==> src/rtl/load_store_unit_if.sv <==
// Core-request, response and memory-port bundle for the load/store unit.
// Slave is the unit side; master is the core/memory side.
interface load_store_unit_if #(
  parameter int XLEN = 32
);
  localparam int NBYTES = XLEN / 8;

  logic                  req_valid;
  logic                  req_ready;
  logic                  req_write;
  logic [1:0]            req_size;
  logic                  req_signed;
  logic [XLEN-1:0]       req_addr;
  logic [XLEN-1:0]       req_wdata;
  logic                  stall;
  logic                  resp_valid;
  logic [XLEN-1:0]       resp_rdata;
  logic                  resp_misaligned;
  logic                  mem_en;
  logic [XLEN-1:0]       mem_addr;
  logic [NBYTES-1:0]     mem_we;
  logic [8*NBYTES-1:0]   mem_data_in;
  logic [8*NBYTES-1:0]   mem_data_out;

  modport slave (
    input  req_valid, req_write, req_size, req_signed, req_addr, req_wdata, mem_data_out,
    output req_ready, stall, resp_valid, resp_rdata, resp_misaligned,
           mem_en, mem_addr, mem_we, mem_data_in
  );

  modport master (
    output req_valid, req_write, req_size, req_signed, req_addr, req_wdata, mem_data_out,
    input  req_ready, stall, resp_valid, resp_rdata, resp_misaligned,
           mem_en, mem_addr, mem_we, mem_data_in
  );
endinterface

==> src/rtl/load_store_unit.sv <==
// Big-endian load/store unit: IDLE/WAIT/RESP sequencer between a core request
// port and a fixed-latency byte-lane memory. Lane 0 is the most significant byte.
module load_store_unit #(
  parameter int XLEN        = 32,
  parameter int MEM_LATENCY = 2
) (
  input  logic               clk,
  input  logic               rst_b,
  load_store_unit_if.slave   bus
);
  localparam int NBYTES = XLEN / 8;
  localparam int OFF_W  = (NBYTES > 1) ? $clog2(NBYTES) : 1;
  localparam int CNT_W  = $clog2(MEM_LATENCY + 1);

  typedef enum logic [1:0] {IDLE, WAIT, RESP} state_t;

  state_t               state, state_nxt;
  logic [CNT_W-1:0]     lat_cnt;
  logic                 misaligned;
  logic                 resp_vld;

  logic [1:0]           size_p1;
  logic                 signed_p1;
  logic                 write_p1;
  logic [OFF_W-1:0]     off_p1;
  logic                 mis_p1;
  logic                 mem_en_p1;
  logic [XLEN-1:0]      mem_addr_p1;
  logic [NBYTES-1:0]    mem_we_p1;
  logic [XLEN-1:0]      mem_data_p1;
  logic [XLEN-1:0]      rdata_p2;

  function automatic logic is_misaligned(input logic [1:0] size, input logic [XLEN-1:0] addr);
    int nb;
    nb = 1 << size;
    return (nb > NBYTES) || ((addr & XLEN'(nb - 1)) != '0);
  endfunction

  // Write-enable bit for lane k sits at position NBYTES-1-k so lane 0 is the MSB.
  function automatic logic [NBYTES-1:0] lane_we(input logic [1:0] size, input logic [OFF_W-1:0] off);
    logic [NBYTES-1:0] we;
    int nb;
    we = '0;
    nb = 1 << size;
    for (int i = 0; i < NBYTES; i++)
      if (i >= int'(off) && i < int'(off) + nb) we[NBYTES-1-i] = 1'b1;
    return we;
  endfunction

  function automatic logic [XLEN-1:0] store_lanes(input logic [1:0] size, input logic [OFF_W-1:0] off,
                                                  input logic [XLEN-1:0] wdata);
    logic [XLEN-1:0] d;
    int nb;
    d  = '0;
    nb = 1 << size;
    if (nb <= NBYTES)
      for (int i = 0; i < NBYTES; i++)
        if (i >= int'(off) && i < int'(off) + nb)
          d[8*(NBYTES-1-i) +: 8] = wdata[8*(nb-1-(i-int'(off))) +: 8];
    return d;
  endfunction

  function automatic logic [XLEN-1:0] load_extend(input logic [1:0] size, input logic [OFF_W-1:0] off,
                                                  input logic sgn, input logic [XLEN-1:0] mdata);
    logic [XLEN-1:0] raw;
    logic            fill;
    int nb;
    raw = '0;
    nb  = 1 << size;
    if (nb <= NBYTES) begin
      for (int i = 0; i < NBYTES; i++)
        if (i >= int'(off) && i < int'(off) + nb)
          raw[8*(nb-1-(i-int'(off))) +: 8] = mdata[8*(NBYTES-1-i) +: 8];
      fill = sgn & raw[8*nb-1];
      for (int b = 0; b < XLEN; b++)
        if (b >= 8*nb) raw[b] = fill;
    end
    return raw;
  endfunction

  assign misaligned = is_misaligned(bus.req_size, bus.req_addr);

  always_ff @(posedge clk) begin
    if (rst_b) state <= IDLE;
    else       state <= state_nxt;
  end

  always_comb begin
    state_nxt     = state;
    bus.req_ready = 1'b0;
    bus.stall     = 1'b0;
    resp_vld      = 1'b0;
    case (state)
      IDLE: begin
        bus.req_ready = 1'b1;
        bus.stall     = bus.req_valid;
        if (bus.req_valid) state_nxt = misaligned ? RESP : WAIT;
      end
      WAIT: begin
        bus.stall = 1'b1;
        if (lat_cnt <= CNT_W'(1)) state_nxt = RESP;
      end
      RESP: begin
        // A reset arriving in RESP swallows the completion pulse.
        resp_vld  = !rst_b;
        state_nxt = IDLE;
      end
      default: state_nxt = IDLE;
    endcase
  end

  always_ff @(posedge clk) begin
    if (rst_b) begin
      lat_cnt     <= '0;
      size_p1     <= '0;
      signed_p1   <= 1'b0;
      write_p1    <= 1'b0;
      off_p1      <= '0;
      mis_p1      <= 1'b0;
      mem_en_p1   <= 1'b0;
      mem_addr_p1 <= '0;
      mem_we_p1   <= '0;
      mem_data_p1 <= '0;
      rdata_p2    <= '0;
    end else begin
      case (state)
        // Stage 1: capture the request and launch the memory access.
        IDLE: if (bus.req_valid) begin
          size_p1   <= bus.req_size;
          signed_p1 <= bus.req_signed;
          write_p1  <= bus.req_write;
          off_p1    <= bus.req_addr[OFF_W-1:0];
          mis_p1    <= misaligned;
          rdata_p2  <= '0;
          if (!misaligned) begin
            lat_cnt     <= CNT_W'(MEM_LATENCY);
            mem_en_p1   <= 1'b1;
            mem_addr_p1 <= bus.req_addr & ~XLEN'(NBYTES - 1);
            mem_we_p1   <= bus.req_write ? lane_we(bus.req_size, bus.req_addr[OFF_W-1:0]) : '0;
            mem_data_p1 <= bus.req_write ? store_lanes(bus.req_size, bus.req_addr[OFF_W-1:0],
                                                       bus.req_wdata) : '0;
          end
        end
        // Stage 2: count down the latency and sample the returned lanes on the last WAIT edge.
        WAIT: begin
          mem_en_p1 <= 1'b0;
          lat_cnt   <= lat_cnt - CNT_W'(1);
          if (lat_cnt <= CNT_W'(1))
            rdata_p2 <= write_p1 ? '0 : load_extend(size_p1, off_p1, signed_p1, bus.mem_data_out);
        end
        RESP: begin
          lat_cnt     <= '0;
          mis_p1      <= 1'b0;
          mem_en_p1   <= 1'b0;
          mem_addr_p1 <= '0;
          mem_we_p1   <= '0;
          mem_data_p1 <= '0;
          rdata_p2    <= '0;
        end
        default: ;
      endcase
    end
  end

  assign bus.resp_valid      = resp_vld;
  assign bus.resp_rdata      = resp_vld ? rdata_p2 : '0;
  assign bus.resp_misaligned = resp_vld & mis_p1;
  assign bus.mem_en          = mem_en_p1;
  assign bus.mem_addr        = mem_addr_p1;
  assign bus.mem_we          = mem_we_p1;
  assign bus.mem_data_in     = mem_data_p1;
endmodule

==> src/flat_wrapper.sv <==
// flat-port wrapper written by rule: the top's interface ports become plain ports
module load_store_unit_flat 
#(
  parameter int XLEN        = 32,
  parameter int MEM_LATENCY = 2
)
  (clk, rst_b, bus_req_valid, bus_req_write, bus_req_size, bus_req_signed, bus_req_addr, bus_req_wdata, bus_mem_data_out, bus_req_ready, bus_stall, bus_resp_valid, bus_resp_rdata, bus_resp_misaligned, bus_mem_en, bus_mem_addr, bus_mem_we, bus_mem_data_in);
  load_store_unit_if #(.XLEN(XLEN)) bus_i ();
  input  logic clk;
  input  logic rst_b;
  input wire logic [$bits(bus_i.req_valid)-1:0] bus_req_valid;
  input wire logic [$bits(bus_i.req_write)-1:0] bus_req_write;
  input wire logic [$bits(bus_i.req_size)-1:0] bus_req_size;
  input wire logic [$bits(bus_i.req_signed)-1:0] bus_req_signed;
  input wire logic [$bits(bus_i.req_addr)-1:0] bus_req_addr;
  input wire logic [$bits(bus_i.req_wdata)-1:0] bus_req_wdata;
  input wire logic [$bits(bus_i.mem_data_out)-1:0] bus_mem_data_out;
  output wire logic [$bits(bus_i.req_ready)-1:0] bus_req_ready;
  output wire logic [$bits(bus_i.stall)-1:0] bus_stall;
  output wire logic [$bits(bus_i.resp_valid)-1:0] bus_resp_valid;
  output wire logic [$bits(bus_i.resp_rdata)-1:0] bus_resp_rdata;
  output wire logic [$bits(bus_i.resp_misaligned)-1:0] bus_resp_misaligned;
  output wire logic [$bits(bus_i.mem_en)-1:0] bus_mem_en;
  output wire logic [$bits(bus_i.mem_addr)-1:0] bus_mem_addr;
  output wire logic [$bits(bus_i.mem_we)-1:0] bus_mem_we;
  output wire logic [$bits(bus_i.mem_data_in)-1:0] bus_mem_data_in;
  assign bus_i.req_valid = bus_req_valid;
  assign bus_i.req_write = bus_req_write;
  assign bus_i.req_size = bus_req_size;
  assign bus_i.req_signed = bus_req_signed;
  assign bus_i.req_addr = bus_req_addr;
  assign bus_i.req_wdata = bus_req_wdata;
  assign bus_i.mem_data_out = bus_mem_data_out;
  assign bus_req_ready = bus_i.req_ready;
  assign bus_stall = bus_i.stall;
  assign bus_resp_valid = bus_i.resp_valid;
  assign bus_resp_rdata = bus_i.resp_rdata;
  assign bus_resp_misaligned = bus_i.resp_misaligned;
  assign bus_mem_en = bus_i.mem_en;
  assign bus_mem_addr = bus_i.mem_addr;
  assign bus_mem_we = bus_i.mem_we;
  assign bus_mem_data_in = bus_i.mem_data_in;
  load_store_unit #(.XLEN(XLEN), .MEM_LATENCY(MEM_LATENCY)) u_core (.clk(clk), .rst_b(rst_b), .bus(bus_i));
endmodule
==> config.mk <==
export PLATFORM = sky130hd
export DESIGN_NAME = load_store_unit_flat
export DESIGN_NICKNAME = d
export VERILOG_FILES = /design/src/rtl/load_store_unit_if.sv /design/src/rtl/load_store_unit.sv /design/src/flat_wrapper.sv
export SDC_FILE = /design/constraint.sdc
export NUM_CORES = 1
export LEC_CHECK = 0
export ABC_AREA = 1
export CAP_MARGIN = 20
export CORE_ASPECT_RATIO = 1.4
export CORE_UTILIZATION = 35
export CTS_BUF_LIST = sky130_fd_sc_hd__clkbuf_4 sky130_fd_sc_hd__clkbuf_8
export DETAILED_ROUTE_END_ITERATION = 12
export HOLD_SLACK_MARGIN = 0.02
export PLACE_DENSITY_LB_ADDON = 0.1
export SYNTH_ARGS = -nofsm -noshare
export SYNTH_HDL_FRONTEND = slang
export SYNTH_SLANG_ARGS = --single-unit
==> constraint.sdc <==
create_clock -name clk -period 9.35 [get_ports clk]
set_clock_uncertainty 0.1 [all_clocks]
set_input_delay 1.4025 -clock clk [delete_from_list [all_inputs] [get_ports clk]]
set_output_delay 1.4025 -clock clk [all_outputs]
set_load 0.005 [all_outputs]
==> results.toml <==
[outcome]
outcome = "complete, no violations"

[grt]
grt_usage_pct = 24.3
grt-ovfl-total = 0
grt_pass1_wl_um = 53000
antenna_found_initial = 0
first_global_vias = 10200
grt_max_degree = 68

[layout]
num-nets-final = 1887
layout.cells.non_filler = 2055
layout-drive-gt1-share_pct = 5.08
post-route-util_pct = 45.1
fill_cells = 2836
area_growth_pct = 25.9
antenna_cells = 0

[worst_setup_path]
r2r-start = "u_core.size_p1[1]"
crit_arrival_ps = 6190
critPathTopFamily = "simple AND/OR/NAND/NOR gates"
required_ps = 9580
reg2reg_to = "u_core.rdata_p2[14]"
worstRegToRegCells = 26
crit_type = "flip-flop to flip-flop"
start_kind = "flip-flop"
cp_slowest_cell = "nor2_1"
crit_path_start = "u_core.size_p1[1]"
critPathBufInv = 4
regToRegSetupSlack_ps = 3390
crit_top_cell = "nand2_1"
endpoint_kind = "flip-flop"
cp_max_fo = 16
crit_path_max_incr_delay_ps = 840

[worst_hold_path]
whs_endpoint = "u_core.bus.mem_addr[7]"
hold_start = "u_core.bus.mem_addr[7]"
holdCritPathClass = "flip-flop to flip-flop"
holdPathStages = 2

[clocking]
clk_pin_slew_worst_paths_ps = 110
htree_levels = 3
postCtsSetupRepairBufs = 0
clkLatencyLatePin_ps = 400
cts_sinks = 110
ctsResizeCount = 0
postCtsHoldBufs = 0
cts_tree = "built"
clockBufferDepth = 2
clockRootBuffer = "clkbuf_8"
tritoncts.num_buffers = 9

[yosys]
synthArstFlopShare_pct = 0
synth_warnings = 0
netlist_area_mm2 = 0.00942
ys_seq_area_share_pct = 23.4
synthCells = 1567
synth-seq-cells = 110
ys_types = 51
synth_edf_count = 0
synth_ff_type = "dfxtp_1"
syn_avg_cell_area_um2 = 6.01

[timing]
fmax_mhz = 168
final.setup.tns_ps = 0
setup_violations = 0
hold_viol_final = 0
period_share_pct = 63.8
rsz0062_at_grt = "no"
relSlewSlack_pct = 25.8
hold_slack_ps = 366
setup_slack_ps = 3390
tightest_slew_ps = 1100
period_minus_slack_ps = 5960
drv_slew = 0

[drt]
wl_met3_um = 1960
dr_wl_met2_um = 16900
viasPerCell = 5.15
ant_nets = 0
vias = 10600
highest_layer = "met4"
drc = 0
first_iter_violations = 454
wirelength_met1_um = 13800
routed_wirelength_um = 33900
first_pass_iters = 7
post_drt_wl_per_cell_um = 16.5

[placement]
io_buffers = 205
place_inst = 2037
dp_hpwl_um = 26900
pre_cts_ws_ps = 3440
gp_congestion = 0.988

[power_and_ir_drop]
p_sw_w = 0.000854
p_seq_share_pct = 28.2
p_clk_share_pct = 16.3
p_leak_nw = 4.97
ir_drop_v = 0.0000695
swShare_pct = 48.8
power_per_cell_area_mw_per_mm2 = 148
pwr-share-comb_pct = 55.5
p_int_w = 0.000898

[floorplan]
dieArea_mm2 = 0.0276
start_util_pct = 35.9
ios = 208
core-area_mm2 = 0.0263
die_h_um = 196
fp.dieW_um = 141
std_cell_rows = 70

[flow_run]
cap_violations = 0
routing by layer:
| layer | track usage, % | vias to the layer above |
|---|---|---|
| met5 | 0 | - |
| met4 | 10.7 | 0 |
| met3 | 4.42 | 66 |
| met2 | 44.8 | 314 |
| met1 | 27.0 | 4809 |
| li1 | - | 5403 |
kinds of logic after synthesis:
| group | synth area share, % |
|---|---|
| simple gates | 35.5 |
| buf+inv | 11.0 |
| flops | 23.4 |
| other cells | 0.0797 |
| mux | 0.531 |
| compound gates | 18.9 |
| xor+xnor | 2.30 |
| fa+ha+maj | 8.26 |
cell type report:
cell class	count	area [µm²]	share of cell area [%]
well taps	324	405	3.42
clock inverters	5	43.8	0.369
flip-flops and latches	110	2200	18.6
inverters	200	752	6.34
repair buffers	212	2120	17.9
clock buffers	11	145	1.22
multi-input cells	1193	6190	52.2
cell usage in the layout (no fill, tap or decap), drive strengths merged:
cell and count:
o211ai 12, a32oi 1, clkbuf 12, nand3 100, nand2 435, a211oi 1, nand4 20, mux2i 5
clkdlybuf4s50 204, xor2 16, a21oi 189, ha 51, a31oi 3, nor2 182, o22ai 3, or2 8
o32ai 1, dfxtp 110, o211a 2, conb 4, o21bai 6, o311ai 2, o31ai 2, xnor2 7
and3b 1, a21o 1, nor3 27, nand3b 2, fa 7, nor4 12, inv 200, o21ai 70
o2111ai 19, o221ai 4, buf 7, clkinv 5
Yosys cell counts (all sizes together) (3+ instances only):
| cell | instances | area, µm² |
|---|---|---|
| nand4 | 20 | 125 |
| o21bai | 6 | 45.0 |
| xnor2 | 7 | 61.3 |
| nor4 | 12 | 75.1 |
| nor3 | 27 | 151 |
| o211ai | 12 | 90.1 |
| or2 | 8 | 52.6 |
| buf | 14 | 91.3 |
| a21oi | 189 | 976 |
| mux2i | 5 | 50.1 |
| ha | 51 | 638 |
| clkbuf | 52 | 195 |
| nand3 | 100 | 523 |
| nand2 | 435 | 1680 |
| inv | 199 | 747 |
| o21ai | 70 | 350 |
| o221ai | 4 | 35.0 |
| dfxtp | 110 | 2200 |
| fa | 7 | 140 |
| a31oi | 3 | 18.8 |
| nor2 | 182 | 713 |
| o22ai | 3 | 18.8 |
| xor2 | 16 | 155 |
| o2111ai | 19 | 166 |
power groups by stage:
stage | Sequential (W) | Clock [W] | Combinational, W
detailed placement | 0.000504 | 0 | 0.000957
global placement | 0.000504 | 0 | 0.000954
global route | 0.000495 | 0.000313 | 0.00108
CTS | 0.000493 | 0.000300 | 0.000963
finish | 0.000493 | 0.000286 | 0.000973
floorplan | 0.000501 | 0 | 0.000694
metrics by stage:
stage          cell area (µm²)  power [W]
3_5_place_dp             11600    0.00146
2_1_floorplan             9430    0.00119
4_1_cts                  11800    0.00176
3_3_place_gp             11600    0.00146
5_1_grt                  11900    0.00189
6_report                 11900    0.00175
worst max-delay path by stage:
| stage | depth (start not counted) | to |
|---|---|---|
| global route | 26 | u_core.rdata_p2[13] |
| CTS | 26 | u_core.rdata_p2[14] |
| detailed placement | 26 | u_core.rdata_p2[14] |
| floorplan | 25 | u_core.rdata_p2[19] |
| finish | 26 | u_core.rdata_p2[14] |
| global placement | 27 | u_core.rdata_p2[9] |
flip-flops by register name, summed over array words and instances, names as in the netlist:
register	flops
u_core.bus.mem_data_in	32
u_core.rdata_p2	32
u_core.bus.mem_addr	30
u_core.bus.mem_we	4
u_core.lat_cnt	2
u_core.off_p1	2
u_core.size_p1	2
u_core.state	2
u_core.bus.mem_en	1
u_core.mis_p1	1
u_core.signed_p1	1
u_core.write_p1	1
tightest hold or removal path, delay by kind of cell (launching register included):
family             cells  cell delay, ps
and+or+nand+nor        1              60
AOI/OAI and AO/OA      1              50
DFF                    1             320
Note: power is estimated with default switching activity, not from simulation.
